===== config.mk =====
export PLATFORM = sky130hd
export DESIGN_NAME = ahb3lite_interconnect_master_port
export DESIGN_NICKNAME = d
export VERILOG_FILES = /design/src/rtl/ahb3lite_pkg.sv /design/src/rtl/ahb3lite_interconnect_master_decoder.sv /design/src/rtl/ahb3lite_interconnect_master_port.sv
export SDC_FILE = /design/constraint.sdc
export NUM_CORES = 1
export LEC_CHECK = 0
export CORE_AREA = 2 2 397 399
export DETAILED_ROUTE_END_ITERATION = 8
export DIE_AREA = 0 0 399 401
export DONT_BUFFER_PORTS = 1
export PLACE_DENSITY_LB_ADDON = 0.12
export SETUP_SLACK_MARGIN = 0.02
export SLEW_MARGIN = 40
export SYNTH_ARGS = -nofsm -noshare
export SYNTH_HDL_FRONTEND = slang
export SYNTH_SLANG_ARGS = --single-unit
export TNS_END_PERCENT = 30

===== constraint.sdc =====
create_clock -name HCLK -period 3.8 [get_ports HCLK]
set_clock_uncertainty 0.05 [all_clocks]
set_input_delay 0.57 -clock HCLK [delete_from_list [all_inputs] [get_ports HCLK]]
set_output_delay 0.57 -clock HCLK [all_outputs]
set_load 0.01 [all_outputs]

===== src/rtl/ahb3lite_pkg.sv =====
// rtl/ahb3lite_pkg.sv - AHB3-Lite bus encodings shared by the interconnect.
package ahb3lite_pkg;

  localparam logic [1:0] HTRANS_IDLE   = 2'b00;
  localparam logic [1:0] HTRANS_BUSY   = 2'b01;
  localparam logic [1:0] HTRANS_NONSEQ = 2'b10;
  localparam logic [1:0] HTRANS_SEQ    = 2'b11;

  localparam logic HRESP_OKAY  = 1'b0;
  localparam logic HRESP_ERROR = 1'b1;

  localparam logic [2:0] HSIZE_B8    = 3'b000;
  localparam logic [2:0] HSIZE_B16   = 3'b001;
  localparam logic [2:0] HSIZE_B32   = 3'b010;
  localparam logic [2:0] HSIZE_B64   = 3'b011;
  localparam logic [2:0] HSIZE_B128  = 3'b100;
  localparam logic [2:0] HSIZE_B256  = 3'b101;
  localparam logic [2:0] HSIZE_B512  = 3'b110;
  localparam logic [2:0] HSIZE_B1024 = 3'b111;

  localparam logic [2:0] HBURST_SINGLE = 3'b000;
  localparam logic [2:0] HBURST_INCR   = 3'b001;
  localparam logic [2:0] HBURST_WRAP4  = 3'b010;
  localparam logic [2:0] HBURST_INCR4  = 3'b011;
  localparam logic [2:0] HBURST_WRAP8  = 3'b100;
  localparam logic [2:0] HBURST_INCR8  = 3'b101;
  localparam logic [2:0] HBURST_WRAP16 = 3'b110;
  localparam logic [2:0] HBURST_INCR16 = 3'b111;

  // NONSEQ and SEQ are the only transfer types that carry a data phase.
  function automatic logic is_xfer(input logic [1:0] htrans);
    return htrans[1];
  endfunction

endpackage


===== src/rtl/ahb3lite_interconnect_master_decoder.sv =====
// rtl/ahb3lite_interconnect_master_decoder.sv - address to slave-port decoder.
// Lowest matching slave index wins when address windows overlap.
module ahb3lite_interconnect_master_decoder #(
  parameter int SLAVES     = 8,
  parameter int HADDR_SIZE = 32,
  localparam int SLAVE_BITS = (SLAVES == 1) ? 1 : $clog2(SLAVES)
) (
  input  logic [HADDR_SIZE-1:0] addr,
  input  logic [HADDR_SIZE-1:0] base [SLAVES],
  input  logic [HADDR_SIZE-1:0] mask [SLAVES],
  output logic [SLAVES-1:0]     hit,
  output logic [SLAVE_BITS-1:0] index,
  output logic                  none
);

  always_comb begin
    hit   = '0;
    index = '0;
    none  = 1'b1;
    for (int s = 0; s < SLAVES; s++) begin
      if (none && ((addr & mask[s]) == base[s])) begin
        hit[s] = 1'b1;
        index  = SLAVE_BITS'(s);
        none   = 1'b0;
      end
    end
  end

endmodule


===== src/rtl/ahb3lite_interconnect_master_port.sv =====
// rtl/ahb3lite_interconnect_master_port.sv - per-master port of the AHB3-Lite switch.
// Decodes, holds ungranted address phases, relays responses and answers unmapped addresses.
module ahb3lite_interconnect_master_port
  import ahb3lite_pkg::*;
#(
  parameter int HADDR_SIZE  = 32,
  parameter int HDATA_SIZE  = 32,
  parameter int MASTERS     = 3,
  parameter int SLAVES      = 8,
  parameter int MASTER_BITS = (MASTERS == 1) ? 1 : $clog2(MASTERS),
  parameter int SLAVE_BITS  = (SLAVES == 1) ? 1 : $clog2(SLAVES)
) (
  input  logic                   HRESETn,
  input  logic                   HCLK,
  input  logic [MASTER_BITS-1:0] mstpriority,
  input  logic                   mstHSEL,
  input  logic [HADDR_SIZE-1:0]  mstHADDR,
  input  logic [HDATA_SIZE-1:0]  mstHWDATA,
  input  logic                   mstHWRITE,
  input  logic [2:0]             mstHSIZE,
  input  logic [2:0]             mstHBURST,
  input  logic [3:0]             mstHPROT,
  input  logic [1:0]             mstHTRANS,
  input  logic                   mstHMASTLOCK,
  input  logic                   mstHREADY,
  output logic [HDATA_SIZE-1:0]  mstHRDATA,
  output logic                   mstHREADYOUT,
  output logic                   mstHRESP,
  input  logic [HADDR_SIZE-1:0]  slvHADDRbase [SLAVES],
  input  logic [HADDR_SIZE-1:0]  slvHADDRmask [SLAVES],
  output logic [MASTER_BITS-1:0] slvpriority,
  output logic [SLAVES-1:0]      slvHSEL,
  output logic [HADDR_SIZE-1:0]  slvHADDR,
  output logic [HDATA_SIZE-1:0]  slvHWDATA,
  output logic                   slvHWRITE,
  output logic [2:0]             slvHSIZE,
  output logic [2:0]             slvHBURST,
  output logic [3:0]             slvHPROT,
  output logic [1:0]             slvHTRANS,
  output logic                   slvHMASTLOCK,
  output logic                   slvHREADYOUT,
  input  logic [SLAVES-1:0]      slvHREADY,
  input  logic [SLAVES-1:0]      slvHRESP,
  input  logic [HDATA_SIZE-1:0]  slvHRDATA [SLAVES],
  input  logic [SLAVES-1:0]      granted,
  output logic [SLAVES-1:0]      can_switch
);

  typedef enum logic [2:0] {IDLE, WAIT, DATA, ERR1, ERR2} state_t;

  localparam logic [SLAVES-1:0] ONE_HOT_BASE = 1;

  state_t                 state;
  logic [SLAVE_BITS-1:0]  tgt;
  logic [HADDR_SIZE-1:0]  hold_haddr;
  logic                   hold_hwrite;
  logic [2:0]             hold_hsize;
  logic [2:0]             hold_hburst;
  logic [3:0]             hold_hprot;
  logic                   hold_hmastlock;

  logic [SLAVES-1:0]      dec_hit;
  logic [SLAVE_BITS-1:0]  dec_index;
  logic                   dec_none;
  logic                   live_sel;
  logic                   req;
  logic                   ready_phase;
  logic                   accept;

  ahb3lite_interconnect_master_decoder #(
    .SLAVES     (SLAVES),
    .HADDR_SIZE (HADDR_SIZE)
  ) u_decoder (
    .addr  (mstHADDR),
    .base  (slvHADDRbase),
    .mask  (slvHADDRmask),
    .hit   (dec_hit),
    .index (dec_index),
    .none  (dec_none)
  );

  // Gating with HRESETn keeps the switch side quiet while reset is held.
  assign live_sel = HRESETn & mstHSEL;
  assign req      = live_sel & is_xfer(mstHTRANS);

  always_comb begin
    ready_phase = 1'b0;
    case (state)
      IDLE, ERR2: ready_phase = 1'b1;
      DATA:       ready_phase = slvHREADY[tgt];
      default:    ready_phase = 1'b0;
    endcase
  end

  assign accept = req & mstHREADY & ready_phase;

  always_ff @(posedge HCLK or negedge HRESETn) begin
    if (!HRESETn) begin
      state          <= IDLE;
      tgt            <= '0;
      hold_haddr     <= '0;
      hold_hwrite    <= 1'b0;
      hold_hsize     <= '0;
      hold_hburst    <= '0;
      hold_hprot     <= '0;
      hold_hmastlock <= 1'b0;
    end else begin
      if (accept) begin
        hold_haddr     <= mstHADDR;
        hold_hwrite    <= mstHWRITE;
        hold_hsize     <= mstHSIZE;
        hold_hburst    <= mstHBURST;
        hold_hprot     <= mstHPROT;
        hold_hmastlock <= mstHMASTLOCK;
      end
      case (state)
        ERR1: state <= ERR2;
        WAIT: if (granted[tgt] && slvHREADY[tgt]) state <= DATA;
        default: begin
          if (ready_phase) begin
            if (accept) begin
              tgt <= dec_index;
              if (dec_none)              state <= ERR1;
              else if (granted[dec_index]) state <= DATA;
              else                       state <= WAIT;
            end else begin
              state <= IDLE;
            end
          end
        end
      endcase
    end
  end

  always_comb begin
    mstHREADYOUT = 1'b1;
    mstHRESP     = HRESP_OKAY;
    mstHRDATA    = '0;
    case (state)
      WAIT: mstHREADYOUT = 1'b0;
      DATA: begin
        mstHREADYOUT = slvHREADY[tgt];
        mstHRESP     = slvHRESP[tgt];
        mstHRDATA    = slvHRDATA[tgt];
      end
      ERR1: begin
        mstHREADYOUT = 1'b0;
        mstHRESP     = HRESP_ERROR;
      end
      ERR2: mstHRESP = HRESP_ERROR;
      default: ;
    endcase
  end

  // A held address phase is always reissued as NONSEQ, since the burst context was broken.
  always_comb begin
    if (state == WAIT) begin
      slvHSEL      = ONE_HOT_BASE << tgt;
      slvHADDR     = hold_haddr;
      slvHWRITE    = hold_hwrite;
      slvHSIZE     = hold_hsize;
      slvHBURST    = hold_hburst;
      slvHPROT     = hold_hprot;
      slvHTRANS    = HTRANS_NONSEQ;
      slvHMASTLOCK = hold_hmastlock;
    end else begin
      slvHSEL      = (req && !dec_none) ? dec_hit : '0;
      slvHADDR     = mstHADDR;
      slvHWRITE    = mstHWRITE;
      slvHSIZE     = mstHSIZE;
      slvHBURST    = mstHBURST;
      slvHPROT     = mstHPROT;
      slvHTRANS    = live_sel ? mstHTRANS : HTRANS_IDLE;
      slvHMASTLOCK = live_sel & mstHMASTLOCK;
    end
  end

  always_comb begin
    can_switch = '0;
    for (int s = 0; s < SLAVES; s++) begin
      can_switch[s] = !slvHMASTLOCK &&
                      !(slvHTRANS == HTRANS_SEQ || slvHTRANS == HTRANS_BUSY) &&
                      !(state == WAIT && tgt == SLAVE_BITS'(s));
    end
  end

  assign slvHWDATA    = mstHWDATA;
  assign slvHREADYOUT = mstHREADYOUT;
  assign slvpriority  = mstpriority;

endmodule


==> results of run 1 <==
==> routing by layer <==
metal / global-route usage / wire length, um / vias to the layer above
met2: 0.248 / 57800 / 825
met1: 0.137 / 39000 / 5764
li1: - / - / 4842
met3: 0.0552 / 11900 / 253
met4: 0.0489 / 5570 / 74
met5: 0 / 498 / -
==> layout make-up <==
cell class                      count  share of cell area
Multi-Input combinational cell   1075               0.639
Tap cell                         2058               0.197
Sequential cell                    50              0.0964
Timing Repair Buffer               69              0.0469
Clock buffer                        7              0.0101
Antenna cell                       53              0.0101
Inverter                            1            0.000287
==> cells by family after synthesis <==
family                 count (synthesis)  share of synthesized area
muxes                                157                      0.240
buffers and inverters                135                     0.0906
DFF                                   50                      0.119
AOI/OAI and AO/OA                    409                      0.272
and+or+nand+nor                      509                      0.279
==> flip-flops by register name, indices dropped and copies added (netlist names) <==
register and flops:
state 3, hold_hmastlock 1, tgt 3, hold_hburst 3, hold_hprot 4, hold_hwrite 1, hold_hsize 3, hold_haddr 32
==> per-stage QoR <==
stage,std cells,instance area [um^2]
global route,3291,13000
floorplan,1260,10500
finish,3313,13100
detailed placement,3252,12800
CTS,3260,12900
global placement,3252,12800
==> cells in the final DEF (no fill, tap or decap), types with 3 or more instances in the layout <==
master,count
nand2_1,137
a21oi_1,130
and3_1,119
mux4_2,71
a21o_1,66
nand3_1,65
and3b_1,63
buf_4,62
o22a_1,59
a211oi_1,56
a21boi_0,54
diode_2,53
nor2_1,50
mux2_2,48
dfrtp_1,47
mux2i_1,37
nand4_1,33
a21boi_1,11
and3_2,10
a211oi_2,9
nor4_4,6
buf_12,6
o21ai_0,5
o22a_2,5
clkbuf_16,5
nand3_2,4
nor4_2,3
or2_2,3
==> power by group <==
group / internal, uW / switching, uW
Sequential: 695 / 84.5
Combinational: 512 / 635
Clock: 244 / 249
==> path summary, 6_finish.rpt <==
check	cells after the start	endpoint	slack, ns	from
max	11	state[1]	0.28	mstHADDR[2]
min	1	hold_haddr[22]	0.04	HRESETn
max reg2reg	7	hold_hwrite	0.94	tgt[0]
min reg2reg	1	hold_hsize[0]	0.46	hold_hsize[0]
max in group asynchronous	1	tgt[1]	3.29	HRESETn
min in group HCLK	1	hold_hburst[2]	0.34	mstHBURST[2]
==> repair_timing <==
action,CTS,global route
pin swaps,1,1
hold endpoints to repair,50,0
gates resized for setup,3,1
setup endpoints to repair,3,1
hold buffers,1,0
==> impl_metrics.yaml, run 1 <==
run_status:
  status: "finished clean"
floorplan:
  core_area_um2: 156000
  fp.dieH_um: 401
  start_util: 0.0677
  ios: 1007
  die_w_um: 399
  dieArea_um2: 160000
  rows: 145
flow_run:
  drv_cap: 0
power_and_ir_drop:
  ir_drop_mv: 0.171
  p_leak_uw: 0.00486
  powerDensity_nw_per_um2: 185
  p_total_uw: 2420
cts:
  cts_buffers: 5
  insertion_delay_ns: 0.32
  ctsRootBufferMaster: "clkbuf_16"
  clock_sinks: 50
  cts_setup_buffers: 0
  cts.clk_slew.worst_paths_ns: 0.08
  cts_buffer_depth: 2
  h-tree-depth: 2
  cts_tree: "built"
sta:
  slew_violations: 0
  period_needed_ns: 3.52
  fin_setup_tns_ns: 0
  fin_crit_sh: 0.927
  hold_ws_ns: 0.0409
  fin_ws_ns: 0.278
  rsz0062_at_grt: "no"
  max_freq_mhz: 284
  max_slew_margin: 0.464
  hold_viol: 0
  setup_viol: 0
  tightestPinTransition_ns: 0.802
min_path:
  hold_class: "primary input to async pin"
yosys:
  synth_common_cells: "nand2_1 (137), a21oi_1 (130), and3_1 (119)"
  postSynthAreaPerCell_um2: 8.36
  ys_seq_area_frac: 0.119
  ys_seq_elements: 50
  synth_nets: 2136
  synth_most_common_cell: "nand2_1"
  synth_top_area_share: 0.152
  synth-main-ff-cell: "dfrtp_1"
  synth-edff-count: 0
  yosys-top-cells-area: "mux4_2 (15%), dfrtp_1 (12%), and3_1 (7.1%)"
  syn-cell-area_um2: 10500
  yosysWarnings: 0
  yosys.area.top_type: "mux4_2"
  synth.distinct_cells: 55
  async_flop_share: 1.00
  postSynthCellCount: 1260
layout:
  nets: 2078
  regArea_um2: 1260
  drive_gt1_frac: 0.210
  multiInputGateArea_um2: 8360
  fillers: 18200
  area_growth_pct: 24.1
  fin_util: 0.0840
critical_path:
  critPathTopFamily: "compound AO/OA/AOI/OAI gates"
  endpoint_kind: "flip-flop"
  critPathMaxStageDelay_ns: 0.50
  cp.arrival_ns: 3.67
  cp_slowest_cell: "mux4_2"
  cp.required_ns: 3.95
  setup.worst_path.start_class: "primary input"
  worstSetupPathType: "primary input to flip-flop"
  crit_chain: "a21o_1, a211oi_2, nand4_1, buf_4, nor4_4, nor2_1, a211oi_2, buf_4, mux4_2, mux2_4, a2bb2oi_2"
  cp.buffers_inverters: 2
  cp_max_fo: 18
global_route:
  grt_antenna_before_repair: 109
  grt_max_degree: 76
  grt_first_pass_wirelength_mm: 139
  grt_pass1_vias: 11600
  gr-total-overflow: 0
  grt_use_total: 0.136
route:
  drc: 0
  wirelength_mm: 115
  drt-pass1-iter-count: 5
  wl_per_cell_um: 34.6
  routed_via_density: 3.55
  vias: 11800
  drtIter0Drc: 928
  ant_nets: 0
place:
  dp_slack_ns: -0.426
  numPortBuffers: 0
  post-dp-hpwl_mm: 100
  gp_congestion: 0.918
(Power assumes the default switching activity.)
==> inputs of run 2 (changes only) <==
==> constraint.sdc (replaced) <==
create_clock -name HCLK -period 3.8 [get_ports HCLK]
set_clock_uncertainty 0.05 [all_clocks]
set_input_delay 0 -clock HCLK [delete_from_list [all_inputs] [get_ports HCLK]]
set_output_delay 0 -clock HCLK [all_outputs]
set_load 0.01 [all_outputs]
==> run 2 against run 1 <==
Effect of this change: combinational power rose by 7%; clock power rose by 21%; global-route usage rose by 0.99 points; critical path type unchanged; critical endpoint unchanged; largest cell class unchanged; highest routed layer unchanged.
==> impl_metrics.yaml, run 2 (synthesis results as in run 1) <==
sta:
  max_freq_mhz: 320
  fin_setup_tns_ns: 0
  hold_viol: 0
  period_needed_ns: 3.12
  tightestPinTransition_ns: 0.828
  setup_viol: 0
  max_slew_margin: 0.444
  rsz0062_at_grt: "no"
  fin_crit_sh: 0.821
  slew_violations: 0
global_route:
  grt_max_degree: 51
  grt_first_pass_wirelength_mm: 147
  grt_use_total: 0.146
  grt_antenna_before_repair: 109
  grt_pass1_vias: 11600
  gr-total-overflow: 0
floorplan:
  die_w_um: 399
  rows: 145
  ios: 1007
  start_util: 0.0677
  dieArea_um2: 160000
  fp.dieH_um: 401
  core_area_um2: 156000
cts:
  h-tree-depth: 2
  insertion_delay_ns: 0.33
  cts_buffer_depth: 2
  ctsResizeCount: 0
  ctsRootBufferMaster: "clkbuf_16"
  clock_sinks: 50
  cts.clk_slew.worst_paths_ns: 0.08
  cts_buffers: 5
  cts_tree: "built"
min_path:
  whs_endpoint: "state[0]"
  hold_depth: 4
  hold_class: "primary input to flip-flop"
  hp-start: "granted[1]"
layout:
  nets: 2125
  area_growth_pct: 29.3
  reg_top3: "hold_haddr (32), hold_hprot (4)"
  largest_reg_flops: 32
  fillers: 18200
  drive_gt1_frac: 0.181
  top_register: "hold_haddr"
  layout_commonest_cell: "nand2_1"
  mostFrequentLayoutCells: "nand2_1 (137), a21oi_1 (130), and3_1 (119)"
power_and_ir_drop:
  p_leak_uw: 0.00504
  p_total_uw: 2610
  ir_drop_mv: 0.157
  powerDensity_nw_per_um2: 191
critical_path:
  r2r_end: "hold_haddr[14]"
  reg2reg_slack_ns: 0.87
  cp_slowest_cell: "a211oi_1"
  endpoint_kind: "flip-flop"
  cp.required_ns: 3.97
  crit_chain: "a21o_1, a211oi_1, buf_4, nand4_1, nor4_4, nor2_1, a211oi_2, mux4_2, mux2_4, a2bb2oi_2"
  crit_start: "mstHADDR[18]"
  cp.buffers_inverters: 1
  rr_startpoint: "tgt[0]"
  critPathTopFamily: "compound AO/OA/AOI/OAI gates"
  cp.arrival_ns: 3.29
  worstSetupPathType: "primary input to flip-flop"
  critPathMaxStageDelay_ns: 0.59
  setup.worst_path.start_class: "primary input"
  worstRegToRegCells: 6
  cp_max_fo: 18
place:
  post-dp-hpwl_mm: 102
  gp_congestion: 0.903
  numPortBuffers: 0
flow_run:
  drv_cap: 0
route:
  wl_per_cell_um: 36.6
  drtIter0Drc: 831
  routed_via_density: 3.57
  drc: 0
  wirelength_mm: 123
  drt-pass1-iter-count: 5
  ant_nets: 0
  vias: 12000
run_status:
  status: "finished clean"
-- run 2: cell types whose count changed in the layout (fill, tap and decap cells not counted), sizes merged --
cell | before | now
buf | 69 | 37
bufinv | 0 | 1
clkbuf | 7 | 5
clkinvlp | 0 | 2
diode | 53 | 54
dlygate4sd3 | 0 | 79
-- run 2: worst max-delay path by stage --
stage                           to  slack [ns]  cells after the start
after CTS                 state[1]        0.43                     10
after global routing      state[1]        0.40                     10
final                     state[1]        0.68                     10
after detailed placement  state[1]        0.06                     10
after floorplan           state[1]        1.18                     11
after global placement    state[1]       -0.36                     10
-- run 2: worst register-to-register path: stages (launching register included) --
cell     delay [ns]
dfrtp_4        0.48
mux4_2         0.53
mux2i_1        0.42
o21ai_0        0.16
nand4_1        0.37
buf_12         0.31
mux2_2         0.50
-- run 2: stage by stage --
stage          hold slack (ns)  worst slack (ns)    util  area (um^2)  cells
3_3_place_gp            -0.339            -0.360  0.0799        12400   3218
3_5_place_dp            -0.339            0.0584  0.0803        12500   3220
6_report                0.0372             0.679  0.0875        13600   3362
2_1_floorplan           -0.346              1.18       -        10500   1260
5_1_grt                 0.0393             0.403  0.0871        13600   3338
4_1_cts                 0.0260             0.431  0.0866        13500   3308
-- run 2: final cells by class --
type                       count  area [um^2]  share of cell area
multi-input combinational   1075         8370               0.615
tap                         2058         2570               0.189
sequential                    50         1260              0.0925
timing repair buffer         116         1100              0.0811
antenna                       54          135             0.00992
clock buffer                   5          125             0.00918
clock inverter                 3         45.0             0.00331
inverter                       1         3.75            0.000276
-- run 2: report_power, final --
part | leakage (uW) | internal [uW] | total [uW] | switching, uW
logic | 0.00435 | 541 | 1230 | 691
registers | 0.000606 | 695 | 781 | 85.7
clock network | 0.0000764 | 313 | 595 | 282
total | 0.00504 | 1550 | 2610 | 1060
-- run 2: routing by layer --
metal  global-route usage  vias to the layer above  routed length [um]
li1                     -                     4926                   -
met2                0.276                      805               64300
met4               0.0396                       58                4440
met3               0.0522                      211               11500
met1                0.148                     5997               42500
met5                    0                        -                 408
-- run 2: timing repair --
item | 4_1_cts | 5_1_grt
hold buffers | 80 | 0
hold endpoints to repair | 128 | 0
buffers inserted | 0 | 0
